[src/rtl/atm_pkg.sv]
// Shared encodings for the ATM session controller: FSM states, display
// screen codes driven onto the 4:1 mux select, and operation codes.
package atm_pkg;

  typedef enum logic [2:0] {
    ST_IDLE   = 3'd0,
    ST_PIN    = 3'd1,
    ST_MENU   = 3'd2,
    ST_RESULT = 3'd3,
    ST_LOCKED = 3'd4
  } state_t;

  localparam logic [1:0] SCR_IDLE   = 2'd0;
  localparam logic [1:0] SCR_PIN    = 2'd1;
  localparam logic [1:0] SCR_MENU   = 2'd2;
  localparam logic [1:0] SCR_RESULT = 2'd3;
  localparam logic [1:0] SCR_LOCKED = 2'd3;

  localparam logic [1:0] OP_BALANCE  = 2'd0;
  localparam logic [1:0] OP_WITHDRAW = 2'd1;

  // Screen shown for a given state; RESULT and LOCKED share mux input 3.
  function automatic logic [1:0] screen_of(input state_t s);
    case (s)
      ST_IDLE:   screen_of = SCR_IDLE;
      ST_PIN:    screen_of = SCR_PIN;
      ST_MENU:   screen_of = SCR_MENU;
      ST_RESULT: screen_of = SCR_RESULT;
      ST_LOCKED: screen_of = SCR_LOCKED;
      default:   screen_of = SCR_IDLE;
    endcase
  endfunction

endpackage

[src/rtl/atm_timer.sv]
// Cycle timer: down-counter reloaded by clr, decremented while en is high.
// tc is asserted during the TC_CYC-th enabled cycle after a clear, so the
// consumer acts on the edge that ends exactly TC_CYC cycles.
module atm_timer #(
  parameter int unsigned TC_CYC = 8
) (
  input  logic clk,
  input  logic rst_n,
  input  logic clr,
  input  logic en,
  output logic tc
);

  localparam int unsigned W = (TC_CYC > 1) ? $clog2(TC_CYC) : 1;
  localparam logic [W-1:0] LOAD = W'(TC_CYC - 1);

  logic [W-1:0] cnt;

  // Reload on clear, otherwise count down to zero and hold there.
  always_ff @(posedge clk or negedge rst_n) begin
    if (!rst_n) begin
      cnt <= '0;
    end else if (clr) begin
      cnt <= LOAD;
    end else if (en && (cnt != '0)) begin
      cnt <= cnt - 1'b1;
    end
  end

  assign tc = en && (cnt == '0);

endmodule

[src/rtl/atm_session_ctrl.sv]
// ATM session controller: card detect, PIN check with lockout, balance and
// withdraw operations, idle timeout. All outputs are registered.
//
// state     | meaning
// ----------+-------------------------------------------------------------
// ST_IDLE   | no session; waiting for a card insertion edge
// ST_PIN    | waiting for PIN entry; wrong entries counted toward lockout
// ST_MENU   | authenticated; waiting for an operation
// ST_RESULT | result screen held for RESULT_CYC cycles, strobes ignored
// ST_LOCKED | too many wrong PINs; card_lock high until the card is removed
module atm_session_ctrl
  import atm_pkg::*;
#(
  parameter logic [3:0]  PIN_CODE    = 4'd7,
  parameter int unsigned MAX_TRIES   = 3,
  parameter int unsigned TIMEOUT_CYC = 1000,
  parameter int unsigned RESULT_CYC  = 8,
  parameter logic [7:0]  BAL_INIT    = 8'd100
) (
  input  logic       clk,
  input  logic       rst_n,
  input  logic       card_in,
  input  logic       pin_valid,
  input  logic [3:0] pin,
  input  logic       op_valid,
  input  logic [1:0] op,
  input  logic [3:0] amt,
  output logic [1:0] mux_sel,
  output logic       dispense,
  output logic [3:0] dispense_amt,
  output logic [7:0] balance,
  output logic       err,
  output logic       card_lock
);

  localparam int unsigned TW = $clog2(MAX_TRIES + 1);

  state_t        state, state_nxt;
  logic          card_q;
  logic [TW-1:0] tries, tries_nxt, tries_inc;
  logic [7:0]    bal_nxt;
  logic [3:0]    disp_amt_nxt;
  logic          disp_nxt, err_nxt;
  logic          to_en, to_clr, to_tc;
  logic          res_en, res_clr, res_tc;

  assign tries_inc = tries + 1'b1;

  // Idle timeout runs only in PIN/MENU; any strobe or leaving those states
  // restarts it, which also gives a fresh count on entry.
  assign to_en  = (state == ST_PIN) || (state == ST_MENU);
  assign to_clr = !to_en || pin_valid || op_valid;
  assign res_en  = (state == ST_RESULT);
  assign res_clr = !res_en;

  atm_timer #(.TC_CYC(TIMEOUT_CYC)) u_timeout (
    .clk(clk), .rst_n(rst_n), .clr(to_clr), .en(to_en), .tc(to_tc)
  );

  atm_timer #(.TC_CYC(RESULT_CYC)) u_result (
    .clk(clk), .rst_n(rst_n), .clr(res_clr), .en(res_en), .tc(res_tc)
  );

  // Next state and next registered outputs; card removal beats timeout beats strobe.
  always_comb begin
    state_nxt    = state;
    tries_nxt    = tries;
    bal_nxt      = balance;
    disp_nxt     = 1'b0;
    disp_amt_nxt = dispense_amt;
    err_nxt      = 1'b0;
    case (state)
      ST_IDLE: begin
        if (card_in && !card_q) begin
          state_nxt = ST_PIN;
          tries_nxt = '0;
        end
      end
      ST_PIN: begin
        if (!card_in || to_tc) begin
          state_nxt = ST_IDLE;
        end else if (pin_valid) begin
          if (pin == PIN_CODE) begin
            state_nxt = ST_MENU;
          end else begin
            err_nxt   = 1'b1;
            tries_nxt = tries_inc;
            if (tries_inc == TW'(MAX_TRIES)) state_nxt = ST_LOCKED;
          end
        end
      end
      ST_MENU: begin
        if (!card_in || to_tc) begin
          state_nxt = ST_IDLE;
        end else if (op_valid) begin
          case (op)
            OP_BALANCE: state_nxt = ST_RESULT;
            OP_WITHDRAW: begin
              state_nxt = ST_RESULT;
              if ({4'b0000, amt} <= balance) begin
                bal_nxt      = balance - {4'b0000, amt};
                disp_nxt     = 1'b1;
                disp_amt_nxt = amt;
              end else begin
                err_nxt = 1'b1;
              end
            end
            default: state_nxt = ST_IDLE;
          endcase
        end
      end
      ST_RESULT: begin
        if (!card_in)    state_nxt = ST_IDLE;
        else if (res_tc) state_nxt = ST_MENU;
      end
      ST_LOCKED: begin
        if (!card_in) state_nxt = ST_IDLE;
      end
      default: state_nxt = ST_IDLE;
    endcase
  end

  // State register plus registered outputs, all updated on the same edge.
  always_ff @(posedge clk or negedge rst_n) begin
    if (!rst_n) begin
      state        <= ST_IDLE;
      mux_sel      <= SCR_IDLE;
      card_lock    <= 1'b0;
      card_q       <= 1'b0;
      tries        <= '0;
      balance      <= BAL_INIT;
      dispense     <= 1'b0;
      dispense_amt <= 4'd0;
      err          <= 1'b0;
    end else begin
      state        <= state_nxt;
      mux_sel      <= screen_of(state_nxt);
      card_lock    <= (state_nxt == ST_LOCKED);
      card_q       <= card_in;
      tries        <= tries_nxt;
      balance      <= bal_nxt;
      dispense     <= disp_nxt;
      dispense_amt <= disp_amt_nxt;
      err          <= err_nxt;
    end
  end

endmodule

[config.mk]
export PLATFORM = sky130hd
export DESIGN_NAME = atm_session_ctrl
export DESIGN_NICKNAME = d
export VERILOG_FILES = /design/src/rtl/atm_pkg.sv /design/src/rtl/atm_timer.sv /design/src/rtl/atm_session_ctrl.sv
export SDC_FILE = /design/constraint.sdc
export NUM_CORES = 1
export LEC_CHECK = 0
export CAP_MARGIN = 10
export CORE_ASPECT_RATIO = 0.6
export CORE_MARGIN = 2
export CORE_UTILIZATION = 50
export DETAILED_ROUTE_END_ITERATION = 8
export PLACE_DENSITY = 0.75
export SLEW_MARGIN = 15
export SYNTH_ARGS = -nofsm -noshare
export SYNTH_HDL_FRONTEND = slang
export SYNTH_SLANG_ARGS = --single-unit
[constraint.sdc]
create_clock -name clk -period 7.3 [get_ports clk]
set_clock_uncertainty 0.2 [all_clocks]
set_input_delay 1.46 -clock clk [delete_from_list [all_inputs] [get_ports clk]]
set_output_delay 1.46 -clock clk [all_outputs]
set_load 0.02 [all_outputs]
# [After elaboration in Yosys (flattened, before gate mapping)]
# Index checks and enable logic that the tools add are counted.
[classes] add_sub_neg=4 multipliers=0 div_mod_pow=0 n_lt_le_gt_ge=1 eq_ne=16 shifts=0 n_mux=35 bitwise=1 n_reduce_logical=24
[op_table] op="$mux 3" count=12
[op_table] op="$mux 10" count=2
[op_table] op="$pmux 3 s5" count=1
[op_table] op="$eq 3x2->1 const B" count=4
[op_table] op="$mux 1" count=12
[op_table] op="$logic_not 10->1" count=1
[op_table] op="$mux 2" count=5
[op_table] op="$ne 2x2->1 const B" count=5
[op_table] op="$reduce_and 5->1" count=2
[op_table] op="$reduce_bool 10->1" count=1
[op_table] op="$sub 10x1->10 const B" count=1
[op_table] op="$le 4x8->1" count=1
[op_table] op="$sub 8x4->8" count=1
[op_table] op="$eq 3x1->1 const B" count=2
[op_table] op="$eq 3x3->1 const B" count=2
[op_table] op="$logic_not 3->1" count=2
[op_table] op="$pmux 2 s3" count=1
[op_table] op="$logic_and 1x1->1" count=5
[op_table] op="$eq 4x3->1 const B" count=1
[op_table] op="$logic_or 1x1->1" count=4
[op_table] op="$pmux 2 s2" count=1
[op_table] op="$reduce_bool 2->1" count=2
[op_table] op="$reduce_or 2->1" count=2
[op_table] op="$logic_not 1->1" count=3
[op_table] op="8 further kinds" count=8
[totals] register_bits=36 latchBits=0 mem_bits_rw=0 mem_bits_ro=0 inputBits=15 output_inout_bits=17 word_cells=92 memories=0

# [Logic depth before layout (Yosys ltp)]
[depth] word_depth=10 depth_mapped=8 depth_no_buf=8

# [Modules after synthesis]
# A second synthesis with hierarchy kept.
[unflattened] hier_cells=199 area_unflattened_um2=2029.4
[by_module_without_submodules] mod="atm_session_ctrl" n_inst=1 cells_per_inst=119 area_per_inst_um2=1257.5 seq_area_each_um2=579.3
[by_module_without_submodules] mod="atm_timer at u_timeout" n_inst=1 cells_per_inst=61 area_per_inst_um2=584.3 seq_area_each_um2=250.2
[by_module_without_submodules] mod="atm_timer at u_result" n_inst=1 cells_per_inst=19 area_per_inst_um2=187.7 seq_area_each_um2=75.1

# [Worst setup path before layout]
# Ideal clock, no wire load.
[synth_path] kind="in2reg" start="in amt[2]" end="reg balance[3]" setup_time_ns=0.125 t_arrival_ns=3.090 required_time_ns=6.975 slack_ns=3.885 path_stages=7 path_buffers=0 cell_sequence="inv_1 -> ha_1 -> nor2b_1 -> o21ai_0 -> nand3_1 -> nand2_8 -> mux2_4"
[synth_via] elab_chain_len=2 elab_cells_between_ends=3 cone_classes="add/sub: 1; order compare: 1; reduce/logical: 1"
[synth_lines] element="from (decl)" line="atm_session_ctrl.sv:27" rtl="input logic [3:0] amt,"
[synth_lines] element="$le 4x8->1" line="atm_session_ctrl.sv:100" rtl="if ({4'b0000, amt} <= balance) begin"
[synth_lines] element="$reduce_and 5->1 (no line)"
[synth_lines] element="to (signal assigned)" line="atm_session_ctrl.sv:141" rtl="balance <= bal_nxt;"
[synth_lines] element="to (decl)" line="atm_session_ctrl.sv:31" rtl="output logic [7:0] balance,"
# Parallel ways exist; a longest one is shown, timed or not.
# A chain may end at the register's enable or synchronous reset.

# [Worst setup path in the final report]
[layout_path] start="in amt[2]" end="reg dispense_amt[3]"
[layout_via] elab_chain_len=2
[layout_lines] element="$le 4x8->1" line="atm_session_ctrl.sv:100"
[layout_lines] element="$reduce_and 5->1 (no line)"
[layout_lines] element="to (signal assigned)" line="atm_session_ctrl.sv:143" rtl="dispense_amt <= disp_amt_nxt;"
[layout_lines] element="to (decl)" line="atm_session_ctrl.sv:30" rtl="output logic [3:0] dispense_amt,"
# Every way passes these cells.

==> key figures <==
Global route
  • Global Route Usage Sum: around a fifth
  • Initial antenna violation count: 0
  • GR Overflow Total: 0
  • First-pass GRT wire length: about 7100 um
  • Pin count of the biggest net entering global routing: 37
  • Vias in the first global route: between 1000 and 1500

Floorplan
  • Top Ports: 32
  • Die Area: 0.00465 sq mm
  • Die W: between 80 and 90 um
  • Core area: 0.00381 sq mm
  • Site Rows: 17
  • Die height: 53.6 um
  • Starting density of the core: a little over half

STA
  • Final Cycle Share: between 50 and 60%
  • Max Slew Vio Count: 0
  • Tmin final: 3.87 ns
  • Setup TNS: 0 ns
  • RSZ-0062 raised after global routing: no
  • Worst hold slack: 0.292 ns
  • Relative slew slack: 44.5%
  • Slew @ Worst Pin: 0.825 ns
  • Final-report setup violation count: 0
  • Final Hold Violating Endpoints: 0
  • Fmax: 0.259 GHz

Synthesis
  • Synth async-reset ratio: 100%
  • Avg Cell Area, Syn: 10.8 sq um
  • Post-synthesis cell area: 0.00205 sq mm
  • Syn_nets: roughly 220
  • Prevailing post-synth register cell: dfrtp_1
  • Mapped Cells: 190
  • Synth cell types: 47
  • Flops & latches, synth: 36
  • Number of flops mapped to enable cells by yosys: 0
  • Register area share after synthesis: 44.1%
  • Synth warnings: 0

Clocking
  • # hold bufs at CTS: 0
  • Latest clock arrival within the worst-skew pair: around 0.3 ns
  • Resize count post-CTS: 0
  • Root Driver: clkbuf_8
  • Longest Clk Path Bufs: 2
  • Num Clock Sinks: 36
  • Setup bufs post-CTS: 0
  • Clk pin slew, worst setup/hold paths: 0.07 ns
  • CTS tree: built
  • CTS Buf Count: 5
  • H-tree level count: 2

Worst setup path
  • Crit path largest cell delay: approximately 0.50 ns
  • Worst Path Max Fanout: 9
  • Crit-path leading delay family: simple AND/OR/NAND/NOR gates
  • Required @ worst endpoint: roughly 7.3 ns
  • Setup crit end kind: register
  • Critical Path Slowest Stage Cell: o21ai_0
  • CP bufs+invs: 2
  • CP cell instances: clkdlybuf4s50_1, inv_1, ha_1, nor2b_1, o21ai_0, nand3_1, nand2_8, mux2_4
  • WS Path Type: in -> reg
  • Arrival @ worst endpoint: 3.85 ns
  • CP startpoint kind: input pin

Outcome
  • Status: complete, no violations

Worst hold path
  • Worst hold path class: reg -> reg

Placement
  • Post-DP HPWL: 3050 um
  • I/O Buffers: 31
  • Placer Congestion: 0.894
  • Post-DP Area: 0.00239 sq mm
  • Placed Cells: 264

Final layout
  • Layout Area Growth over Synthesis: 21.2%
  • Post-Layout Inst Area: 0.00249 sq mm
  • Post-route non-filler standard cell count: between 200 and 300
  • Layout net count: 249
  • # diodes: 0
  • # fillers: 295
  • Layout cells sized above 1: 12.9%

Power and ir drop
  • Register share of total power: 51.9%
  • Int Pwr: around 0.3 mW
  • Switching portion of total power: 24.8%
  • Leakage: 1.10 nW
  • Switching power: 0.0993 mW
  • PD cells: 161 mW/mm^2
  • Clock power share: 37.5%
  • Max VDD drop: roughly 0.00010 V
  • Logic pwr share: 10.7%
  • Pwr Total: 0.399 mW

Run
  • Maxcap violations: 0

Routing
  • Final antenna-violating net count: 0
  • DR pass1 iterations: 4
  • Drt first-iter violations: 57
  • Residual DRC: 0
  • Vias: 1496
  • Via density per instance: 5.50
  • Wire length per cell: 14.8 um
  • Drt total wl: 4040 um
==> path summary, 6_finish.rpt <==
path | start | end | slack (ns) | cells after the start
setup reg to reg | balance[2] | dispense_amt[3] | 4.64 | 6
setup / recovery | amt[2] | dispense_amt[3] | 3.43 | 8
max in group asynchronous | rst_n | balance[2] | 5.18 | 2
hold / removal | tries[0] | tries[0] | 0.29 | 1
min in group asynchronous | rst_n | card_lock | 1.37 | 2
hold reg to reg | tries[0] | tries[0] | 0.29 | 1
==> cells in the final DEF (no fill, tap or decap), types with 2 or more instances in the layout <==
cell type / instances
nor3b_1: 4
nor2_1: 10
xnor2_1: 4
xor2_1: 5
o21ai_0: 6
nor3_1: 7
nand2_1: 18
dfstp_2: 3
mux2_4: 7
nand3_1: 8
nor4_2: 2
a21oi_1: 7
nand2b_1: 3
inv_1: 14
ha_1: 9
nor4b_1: 2
clkbuf_8: 6
and4b_4: 2
mux2i_1: 6
a31oi_1: 3
clkdlybuf4s50_1: 31
o21a_1: 2
a32o_1: 2
and2_1: 4
dfrtp_1: 33
mux2_1: 2
nor2b_1: 3
==> power by group through the flow <==
stage	Clock (mW)	Combinational (mW)	Sequential, mW
global route	0.161	0.0472	0.208
floorplan	0	0.0226	0.211
global placement	0	0.0416	0.211
finish	0.150	0.0426	0.207
detailed placement	0	0.0427	0.211
CTS	0.154	0.0430	0.207
==> sequential cells by signal (all words and copies together), names as in the netlist <==
signal and flops:
dispense_amt 4, state 3, card_lock 1, card_q 1, dispense 1, err 1, u_timeout.cnt 10, mux_sel 2
u_result.cnt 3, balance 8, tries 2
==> cell usage after synthesis, types with 3 or more instances <==
library cell	instances	area (sq um)
a21oi_1	7	35.0
a31oi_1	3	18.8
and2_1	4	25.0
dfrtp_1	33	826
dfstp_2	3	78.8
ha_1	9	113
inv_1	14	52.6
mux2_4	7	105
mux2i_1	6	60.1
nand2_1	18	67.6
nand2b_1	3	18.8
nand3_1	8	40.0
nor2_1	10	37.5
nor2b_1	3	18.8
nor3_1	7	35.0
nor3b_1	4	30.0
o21ai_0	6	30.0
xnor2_1	4	35.0
xor2_1	5	43.8
==> cell families (layout without fill, tap and decap cells) <==
family | count (synthesis) | in the layout | share of synthesized area, %
AOI/OAI and AO/OA | 28 | 28 | 8.90
adders and majority gates | 10 | 10 | 6.46
xor gates and xnor gates | 10 | 10 | 4.63
muxes | 15 | 15 | 9.15
DFF | 36 | 36 | 44.1
and+or+nand+nor | 72 | 72 | 22.4
buffers and inverters | 19 | 54 | 4.33
==> metal layers <==
metal / global-route usage (%) / wire length (um) / up-vias
met5: 0 / 0 / -
met2: 29.4 / 1700 / 29
met4: 11.5 / 78 / 0
met3: 5.98 / 181 / 6
met1: 28.4 / 2080 / 723
li1: - / - / 738
==> layout make-up <==
type / instances / area [sq um] / area share (%)
multi-input combinational: 135 / 1060 / 42.6
inverter: 14 / 52.6 / 2.11
tap: 47 / 58.8 / 2.37
sequential: 36 / 905 / 36.4
clock inverter: 1 / 7.51 / 0.302
timing repair buffer: 32 / 318 / 12.8
clock buffer: 7 / 86.3 / 3.47
==> per-stage QoR <==
stage,setup WS (ns),util [%]
after floorplan,3.88,-
after global placement,3.22,62.8
after detailed placement,3.15,62.8
after CTS,3.45,65.3
after global routing,3.29,65.3
final,3.43,65.3
(Power assumes the default switching activity.)
